===== src/rtl/shreg_pkg.sv =====
`default_nettype none
// +----------------------------------------------------------------------+
// | Module      : shreg_pkg                                              |
// | Description : Shared mode encodings, controller states and default   |
// |               width for the universal shift register slice.          |
// | Revision    : 1.0 - initial release                                  |
// +----------------------------------------------------------------------+
package shreg_pkg;

    // Default data width of the controlled register
    localparam int SHREG_DEF_WIDTH = 8;

    // Register mode-select encodings
    localparam logic [1:0] SR_SHL = 2'b00;  // shift left, zero fill
    localparam logic [1:0] SR_SHR = 2'b01;  // shift right, zero fill
    localparam logic [1:0] SR_ROL = 2'b10;  // rotate left
    localparam logic [1:0] SR_ROR = 2'b11;  // rotate right

    // Controller states
    typedef enum logic [1:0] {
        ST_IDLE  = 2'd0,
        ST_SHIFT = 2'd1,
        ST_RESP  = 2'd2
    } state_t;

endpackage : shreg_pkg
`default_nettype wire


===== src/rtl/shreg_op_ctrl.sv =====
`default_nettype none
// +----------------------------------------------------------------------+
// | Module      : shreg_op_ctrl                                          |
// | Description : Command sequencer for univ_shift_reg. Accepts one      |
// |               {data, mode, count} command, loads the register, runs  |
// |               count shift/rotate steps and holds the result on a     |
// |               valid/ready response channel.                          |
// | Options     : SHREG_OP_CTRL_OPCNT_EN adds ops_done[15:0], a count    |
// |               of completed response handshakes.                      |
// | Revision    : 1.0 - initial release                                  |
// +----------------------------------------------------------------------+
module shreg_op_ctrl
    import shreg_pkg::*;
#(
    parameter int WIDTH = SHREG_DEF_WIDTH,
    parameter int CNT_W = 4
) (
    input  logic             clk,
    input  logic             rst_a,
    input  logic             cmd_valid,
    output logic             cmd_ready,
    input  logic [WIDTH-1:0] cmd_data,
    input  logic [1:0]       cmd_mode,
    input  logic [CNT_W-1:0] cmd_count,
    output logic             sr_load,
    output logic [1:0]       sr_mode,
    output logic [WIDTH-1:0] sr_ip,
    input  logic [WIDTH-1:0] sr_op,
    output logic             rsp_valid,
    input  logic             rsp_ready,
    output logic [WIDTH-1:0] rsp_data
`ifdef SHREG_OP_CTRL_OPCNT_EN
    ,
    output logic [15:0]      ops_done
`endif
);

    localparam logic [CNT_W-1:0] C_CNT_ONE = CNT_W'(1);

    state_t           r_state;
    state_t           w_state_nxt;
    logic [CNT_W-1:0] r_cnt;
    logic [CNT_W-1:0] w_cnt_nxt;
    logic [1:0]       r_mode;
    logic [1:0]       w_mode_nxt;

    // State, remaining-step count and captured mode registers
    always_ff @(posedge clk) begin
        if (rst_a) begin
            r_state <= ST_IDLE;
            r_cnt   <= '0;
            r_mode  <= SR_SHL;
        end else begin
            r_state <= w_state_nxt;
            r_cnt   <= w_cnt_nxt;
            r_mode  <= w_mode_nxt;
        end
    end

    // Next-state and output decode; the register reloads its own output
    // whenever it is not shifting so its contents stay put
    always_comb begin
        w_state_nxt = r_state;
        w_cnt_nxt   = r_cnt;
        w_mode_nxt  = r_mode;
        cmd_ready   = 1'b0;
        rsp_valid   = 1'b0;
        sr_load     = 1'b1;
        sr_mode     = SR_SHL;
        sr_ip       = sr_op;
        rsp_data    = sr_op;

        case (r_state)
            ST_IDLE: begin
                cmd_ready = 1'b1;
                if (cmd_valid) begin
                    sr_ip      = cmd_data;
                    w_mode_nxt = cmd_mode;
                    w_cnt_nxt  = cmd_count;
                    w_state_nxt = (cmd_count != '0) ? ST_SHIFT : ST_RESP;
                end
            end
            ST_SHIFT: begin
                sr_load   = 1'b0;
                sr_mode   = r_mode;
                w_cnt_nxt = r_cnt - C_CNT_ONE;
                // Last step in flight: leave after this edge
                if (r_cnt <= C_CNT_ONE) begin
                    w_state_nxt = ST_RESP;
                end
            end
            ST_RESP: begin
                rsp_valid = 1'b1;
                if (rsp_ready) begin
                    w_state_nxt = ST_IDLE;
                end
            end
            default: begin
                w_state_nxt = ST_IDLE;
            end
        endcase
    end

`ifdef SHREG_OP_CTRL_OPCNT_EN
    logic [15:0] r_ops_done;

    // Completed response handshakes, wrapping at 16 bits
    always_ff @(posedge clk) begin
        if (rst_a) begin
            r_ops_done <= 16'd0;
        end else if (rsp_valid && rsp_ready) begin
            r_ops_done <= r_ops_done + 16'd1;
        end
    end

    assign ops_done = r_ops_done;
`endif

endmodule : shreg_op_ctrl
`default_nettype wire


===== config.mk =====
export PLATFORM = sky130hd
export DESIGN_NAME = shreg_op_ctrl
export DESIGN_NICKNAME = d
export VERILOG_FILES = /design/src/rtl/shreg_pkg.sv /design/src/rtl/shreg_op_ctrl.sv
export SDC_FILE = /design/constraint.sdc
export NUM_CORES = 1
export LEC_CHECK = 0
export BUFFER_PORTS_ARGS = -buffer_cell sky130_fd_sc_hd__buf_2
export CORE_MARGIN = 3
export CORE_UTILIZATION = 40
export CTS_CLUSTER_SIZE = 20
export DETAILED_ROUTE_END_ITERATION = 10
export MAX_ROUTING_LAYER = met4
export PLACE_DENSITY = 0.78
export SKIP_LAST_GASP = 1
export SLEW_MARGIN = 5
export SYNTH_ARGS = -nofsm -noshare
export SYNTH_HDL_FRONTEND = slang
export SYNTH_SLANG_ARGS = --single-unit

===== constraint.sdc =====
create_clock -name clk -period 1.6 [get_ports clk]
set_clock_uncertainty 0.05 [all_clocks]
set_input_delay 0.08 -clock clk [delete_from_list [all_inputs] [get_ports clk]]
set_output_delay 0.08 -clock clk [all_outputs]
set_load 0.05 [all_outputs]

==> Word level (Yosys, flattened, before mapping) <==
Index checks and enable logic that the tools add are counted.
{ "op_classes": {"div": 0, "n_reduce_logical": 6, "bitwise_logic": 0, "shift": 0, "n_eq_ne": 5, "mul": 0, "magnitude_cmp": 1, "n_mux": 13, "addsub": 1} }
{ "ops": {"columns": ["cell", "count"], "rows": [
  ["$mux 8", 2],
  ["$mux 2", 5],
  ["$pmux 4 s2", 1],
  ["$ne 2x2->1 const B", 3],
  ["$pmux 2 s3", 1],
  ["$le 4x1->1 const B", 1],
  ["$mux 4", 1],
  ["$reduce_and 2->1", 2],
  ["$reduce_bool 4->1", 1],
  ["$sub 4x1->4 const B", 1],
  ["$mux 1", 3],
  ["$reduce_and 3->1", 1],
  ["$eq 2x1->1 const B", 1],
  ["$eq 2x2->1 const B", 1],
  ["$logic_not 2->1", 1],
  ["$reduce_bool 2->1", 1]
]} }
{ "word_totals": {"n_memories": 0, "reg_bits": 8, "mem_bits_ro": 0, "ram_bits": 0, "in_bits": 26, "latch_bits": 0} }

==> Logic depth before layout (Yosys ltp) <==
Gate-level depths: netlist (run 1).
{ "depth": {"word_depth": 4, "mapped_depth": 5, "ltp_nobuf": 5} }

==> Worst setup path before layout (run 1) <==
No wires, ideal clock.
{ "synth_timing": {"path_kind": "reg2out", "from": "register r_state[1]", "to": "output port sr_ip[0]", "required_ns": 1.470, "setup_slack_ns": 0.202, "stages_incl_launch_ff": 5, "arrival_time_ns": 1.268, "cell_sequence": "dfxtp_1 -> buf_6 -> nor3b_4 -> buf_6 -> mux2_2"} }
{ "synth_via": {"elab_chain_len": 2} }
{ "synth_lines": {"columns": ["item", "line_no", "text"], "rows": [
  ["start: declaration", "shreg_op_ctrl.sv:40", "state_t r_state;"],
  ["start signal: assignment", "shreg_op_ctrl.sv:54", "r_state <= w_state_nxt;"],
  ["$logic_not 2->1", "shreg_op_ctrl.sv:73", "case (r_state)"],
  ["$mux 8", "shreg_op_ctrl.sv:73", null],
  ["end: declaration", "shreg_op_ctrl.sv:27", "output logic [WIDTH-1:0] sr_ip,"]
]} }
No other way between the ends.

==> Worst setup path in the final report (run 1) <==
{ "layout_timing": {"from": "register r_state[1]", "to": "output port sr_ip[3]"} }
The elaborated chain is that of the path after synthesis.

==> results of run 1 <==
final cells by class:
type / instances / area, sq um / share of cell area (%)
multi-input combinational: 49 / 412 / 40.8
timing repair buffer: 54 / 375 / 37.2
sequential: 8 / 161 / 16.0
tap: 16 / 20.0 / 1.98
inverter: 5 / 18.8 / 1.86
clock buffer: 3 / 22.5 / 2.23
power breakdown:
group,leakage (nW),switching (W),internal (W)
registers,0.0666,0.0000216,0.000226
logic,0.424,0.000310,0.000237
clock network,0.0138,0.0000662,0.0000857
registers in the layout, indices dropped and copies added (netlist names):
register,flops
r_cnt,4
r_mode,2
r_state,2
synth_stat cells, drive strengths merged:
| cell | instances | share of area [%] |
|---|---|---|
| a211o | 1 | 1.3 |
| a211oi | 2 | 2.3 |
| a21oi | 4 | 3.0 |
| a311oi | 1 | 1.3 |
| a32oi | 1 | 1.3 |
| and2 | 2 | 1.9 |
| and2b | 1 | 1.3 |
| buf | 11 | 14 |
| clkbuf | 1 | 0.56 |
| dfxtp | 8 | 24 |
| ha | 2 | 3.8 |
| inv | 5 | 2.8 |
| mux2 | 8 | 14 |
| mux2i | 2 | 3.0 |
| nand2 | 3 | 1.7 |
| nand3 | 1 | 0.75 |
| nor2 | 7 | 3.9 |
| nor2b | 1 | 2.1 |
| nor3 | 2 | 1.5 |
| nor3b | 3 | 5.1 |
| nor4 | 1 | 0.94 |
| nor4b | 1 | 1.3 |
| o21a | 1 | 1.1 |
| o21ba | 1 | 2.4 |
| o31a | 1 | 1.3 |
| o31ai | 1 | 1.1 |
| or2b | 1 | 1.1 |
| or3b | 1 | 1.3 |
metal layers:
metal	wire (microns)	track usage [%]	vias to the layer above
met5	0	-	-
met4	3	4.97	0
met3	214	4.21	2
met2	818	25.2	47
met1	641	14.9	313
li1	-	-	346
kinds of logic (layout without fill, tap and decap cells):
logic type	after synthesis	in the layout
adder cells (fa/ha/maj)	2	2
AND/OR/NAND/NOR	24	24
multiplexers	10	10
buffers and inverters	17	62
flip-flops	8	8
AO/OA/AOI/OAI	13	13
what timing repair did:
item                       4_1_cts  5_1_grt
setup buffers                    2        2
gates resized for setup         17       16
setup endpoints to repair        8       10
pin swaps                        1        1
hold buffers                     0        0
through the flow:
step                util [%]  hold slack, ns
finish                  65.5          0.0250
global route            65.5          0.0426
CTS                     61.0          0.0214
detailed placement      55.0           0.282
global placement        55.0           0.272
floorplan                  -           0.177
final timing paths:
path               startpoint   endpoint  depth (start not counted)
setup / recovery   r_state[1]   sr_ip[3]                          4
hold / removal    cmd_mode[1]  r_mode[1]                          3
setup reg to reg     r_cnt[0]   r_cnt[1]                          5
hold reg to reg     r_mode[0]  r_mode[0]                          2
critical path, cell delays in order (launching register included):
cell and delay, ns:
dfxtp_2 0.33, nor3b_4 0.23, buf_6 0.16, mux2_2 0.34
buf_6 0.15
==> flow_summary.toml, run 1 <==
[run_status]
status = "completed"

[logic_synthesis]
synthMuxAreaShare_pct = 16.5
synth-adder-area-share_pct = 3.76
ys_seq_area_share_pct = 24.1
ys_ff_latch = 8
synth-simple-area-share_pct = 22.9
synth_xor_area_share_pct = 0
avgSynthCellArea_sq_um = 9.00
synthCells = 74
synth_nets = 102
synth_top_family_by_area = "simple AND/OR/NAND/NOR gates"
syn_area_sq_um = 666
yosysWarningCount = 0
synth_compound_area_share_pct = 15.2
synth.distinct_cells = 30

[floorplan]
start_util_pct = 43.2
ios = 47
dieHeight_microns = 46.8
num_rows = 14
die_area_sq_um = 2190
die_w_microns = 46.8
core-area_sq_um = 1540

[drt]
drc = 0
via_per_inst = 5.24
wl_per_cell_microns = 12.4
first_iter_violations = 5
drt-total-wl_mm = 1.68
route.antenna.remaining_nets = 0
firstDrtPassIters = 4
num_vias = 708

[global_route]
antenna_found_initial = 0
grt-ovfl-total = 0
grt_max_degree = 12
grt_util_all_layers_pct = 14.3
grt_pass1_vias = 591
grt_pass1_wl_mm = 2.22

[clocking]
clk_pin_slew_worst_paths_ns = 0.06
clk_latency_ns = 0.25
clk_path_buf_depth = 2
cts_sinks = 8
htreeDepth = 1
clockRootBuffer = "clkbuf_4"
cts_tree = "done"
cts_made_buffers = 3

[power]
p_total_w = 0.000945
pwr_density_cell_nw_per_um2 = 936
leakagePower_nw = 0.504
ir_worst_vdd_uv = 440

[layout]
areaGrowthSynthToFinish_pct = 51.7
final_area_sq_um = 1010
layout_commonest_cell = "buf_2"
drive_gt1_share_pct = 58.8
finalNonFillerCells = 135
final_cell_mix = "36 x buf_2, 7 x nor2_1, 7 x dfxtp_1"
n_antenna_cell = 0
fillers = 135
fin_nets = 149

[setup_path]
crit_type = "flop to primary output"
rrSetupSlack_ns = 0.26
start_kind = "flop"
worst_setup_path_end_kind = "primary output"
crit_path_max_fanout = 6
crit_arrival_ns = 1.46
required_ns = 1.47

[place]
portBuffers = 46
dp_hpwl_mm = 1.28
dp_cells = 128
gp_congestion = 0.865
place_ws_ns = 0.216
postPlaceCellArea_sq_um = 848

[timing]
setup_tns_ns = 0
relSlewSlack_pct = 71.7
setup_viol = 0
finalWorstSetupSlack_ns = 0.00864
slew_violations = 0
fmax_ghz = 0.628
post-route-min-period_ns = 1.59
max_slew.worst_pin.slew_ns = 0.421
grt_setup_unrepaired = "true"
post-route-period-util_pct = 99.5
hold_violations = 0

[worst_hold_path]
hold_class = "primary input to flop"

[run]
maxCapViolCount = 0
Power figures use the tool's default switching activity.
==> inputs of run 2 (changes only) <==
- CORE_UTILIZATION: 40 -> 42
- CTS_BUF_LIST: unset -> sky130_fd_sc_hd__clkbuf_4
- PLACE_DENSITY: 0.78 -> 0.82
==> run 2 against run 1 <==
  * Non-clock buffer count down 1
  * Largest power group unchanged
  * Critical path type unchanged
  * Final cell count down 1.5%
  * Fmax up 0.24%
  * Total power up 0.73%
  * Largest cell class unchanged
  * Worst hold slack about the same
  * Utilization up 6.1 points
==> flow_summary.toml, run 2 (synthesis results as in run 1) <==
[run_status]
status = "completed"

[layout]
drive_gt1_share_pct = 58.5
top_regs = "r_cnt (4), r_mode (2), r_state (2)"
n_antenna_cell = 0
fin_nets = 148
final_cell_mix = "36 x buf_2, 7 x nor2_1, 7 x dfxtp_1"
post-route-util_pct = 71.6
largest_register_ffs = 4
top_register = "r_cnt"
finalNonFillerCells = 133
areaGrowthSynthToFinish_pct = 50.4
layout_commonest_cell = "buf_2"

[floorplan]
die_w_microns = 45.8
die_area_sq_um = 2100
start_util_pct = 47.6
ios = 47
num_rows = 13
core-area_sq_um = 1400
dieHeight_microns = 45.8

[clocking]
clk_latency_ns = 0.26
htreeDepth = 1
clk_path_buf_depth = 2
clockRootBuffer = "clkbuf_4"
clk_pin_slew_worst_paths_ns = 0.05
cts_made_buffers = 3
cts_tree = "done"
cts_sinks = 8

[timing]
max_slew.worst_pin.slew_ns = 0.379
relSlewSlack_pct = 74.5
fmax_ghz = 0.630
post-route-min-period_ns = 1.59
post-route-period-util_pct = 99.2
grt_setup_unrepaired = "true"
setup_viol = 0
slew_violations = 0
hold_violations = 0
finalWorstSetupSlack_ns = 0.0125
whs_ns = 0.0249

[setup_path]
crit_path_max_fanout = 6
rrSetupSlack_ns = 0.28
worst_setup_path_end_kind = "primary output"
rr_startpoint = "r_cnt[0]"
crit_arrival_ns = 1.46
regToRegEndpoint = "r_cnt[1]"
start_kind = "flop"
crit_chain = "nor3b_4, buf_6, mux2_4, buf_8"
crit_type = "flop to primary output"
slowest_delay_ns = 0.33
slowest_stage = "dfxtp_2"
reg2reg_depth = 5
required_ns = 1.47

[place]
place_ws_ns = 0.0792
dp_hpwl_mm = 1.36
dp_cells = 127
gp_congestion = 0.906
portBuffers = 46

[power]
leakagePower_nw = 0.500
p_comb_share_pct = 57.3
power_frac_seq_pct = 25.9
switching_share_pct = 42.8
power.switching_w = 0.000408
pwr_density_cell_nw_per_um2 = 951
ir_worst_vdd_uv = 650
p_clk_share_pct = 16.8
power.internal_w = 0.000544

[drt]
drt-total-wl_mm = 1.87
num_vias = 705
route.antenna.remaining_nets = 0
first_iter_violations = 9
firstDrtPassIters = 4
wl_per_cell_microns = 14.0
via_per_inst = 5.30
drc = 0

[global_route]
grt_pass1_wl_mm = 2.54
grt_util_all_layers_pct = 17.4
antenna_found_initial = 0
grt_max_degree = 12
grt-ovfl-total = 0
grt_pass1_vias = 648

[run]
maxCapViolCount = 0

[worst_hold_path]
hold_class = "primary input to flop"
hold_depth = 3
min_to = "r_mode[1]"
hp-start = "cmd_mode[1]"
[run 2: changes by cell type in the layout (fill, tap and decap cells not counted), sizes merged]
cell  delta
buf      -1
[run 2: power by group through the flow]
stage / sequential (W) / clock [W] / combinational, W
CTS: 0.000246 / 0.000166 / 0.000478
finish: 0.000247 / 0.000160 / 0.000546
detailed placement: 0.000250 / 0 / 0.000455
global placement: 0.000249 / 0 / 0.000445
floorplan: 0.000245 / 0 / 0.000371
global route: 0.000251 / 0.000172 / 0.000579
[run 2: cell type report]
class | count | area, sq um
repair buffers | 53 | 368
flip-flops and latches | 8 | 161
inverters | 5 | 18.8
fillers | 110 | 398
well taps | 15 | 18.8
clock buffers | 3 | 22.5
multi-input cells | 49 | 412
[run 2: layer usage]
| metal | routed length (microns) | track usage, % | vias up |
|---|---|---|---|
| li1 | - | - | 344 |
| met1 | 656 | 15.4 | 318 |
| met2 | 981 | 33.1 | 34 |
| met3 | 152 | 4.74 | 9 |
| met4 | 76 | 8.52 | 0 |
| met5 | 0 | - | - |
[run 2: through the flow]
step / area, sq um / setup TNS (ns) / total power (W)
2_1_floorplan: 666 / 0 / 0.000617
3_3_place_gp: 847 / 0 / 0.000694
3_5_place_dp: 847 / 0 / 0.000705
4_1_cts: 902 / -0.0721 / 0.000890
5_1_grt: 1000 / -0.260 / 0.00100
6_report: 1000 / 0 / 0.000952
[run 2: worst max-delay path by stage]
| stage | from | endpoint | slack (ns) |
|---|---|---|---|
| floorplan | r_state[1] | sr_ip[0] | 0.20 |
| detailed placement | r_state[1] | sr_ip[6] | 0.08 |
| finish | r_state[1] | sr_ip[0] | 0.01 |
| CTS | r_state[0] | sr_ip[2] | -0.02 |
| global placement | r_state[1] | sr_ip[4] | 0.12 |
| global route | r_state[1] | sr_ip[0] | -0.04 |
[run 2: worst max-delay path: cells and delay by family (launching register included)]
family                 cells  cell delay, ns
buffers and inverters      2            0.32
DFF                        1            0.33
muxes                      1            0.32
and+or+nand+nor            1            0.23
[run 2: timing repair]
action,4_1_cts,5_1_grt
pin swaps,1,1
gates resized for setup,7,27
hold buffers,0,0
setup buffers,2,1
endpoints found under the setup margin,8,10
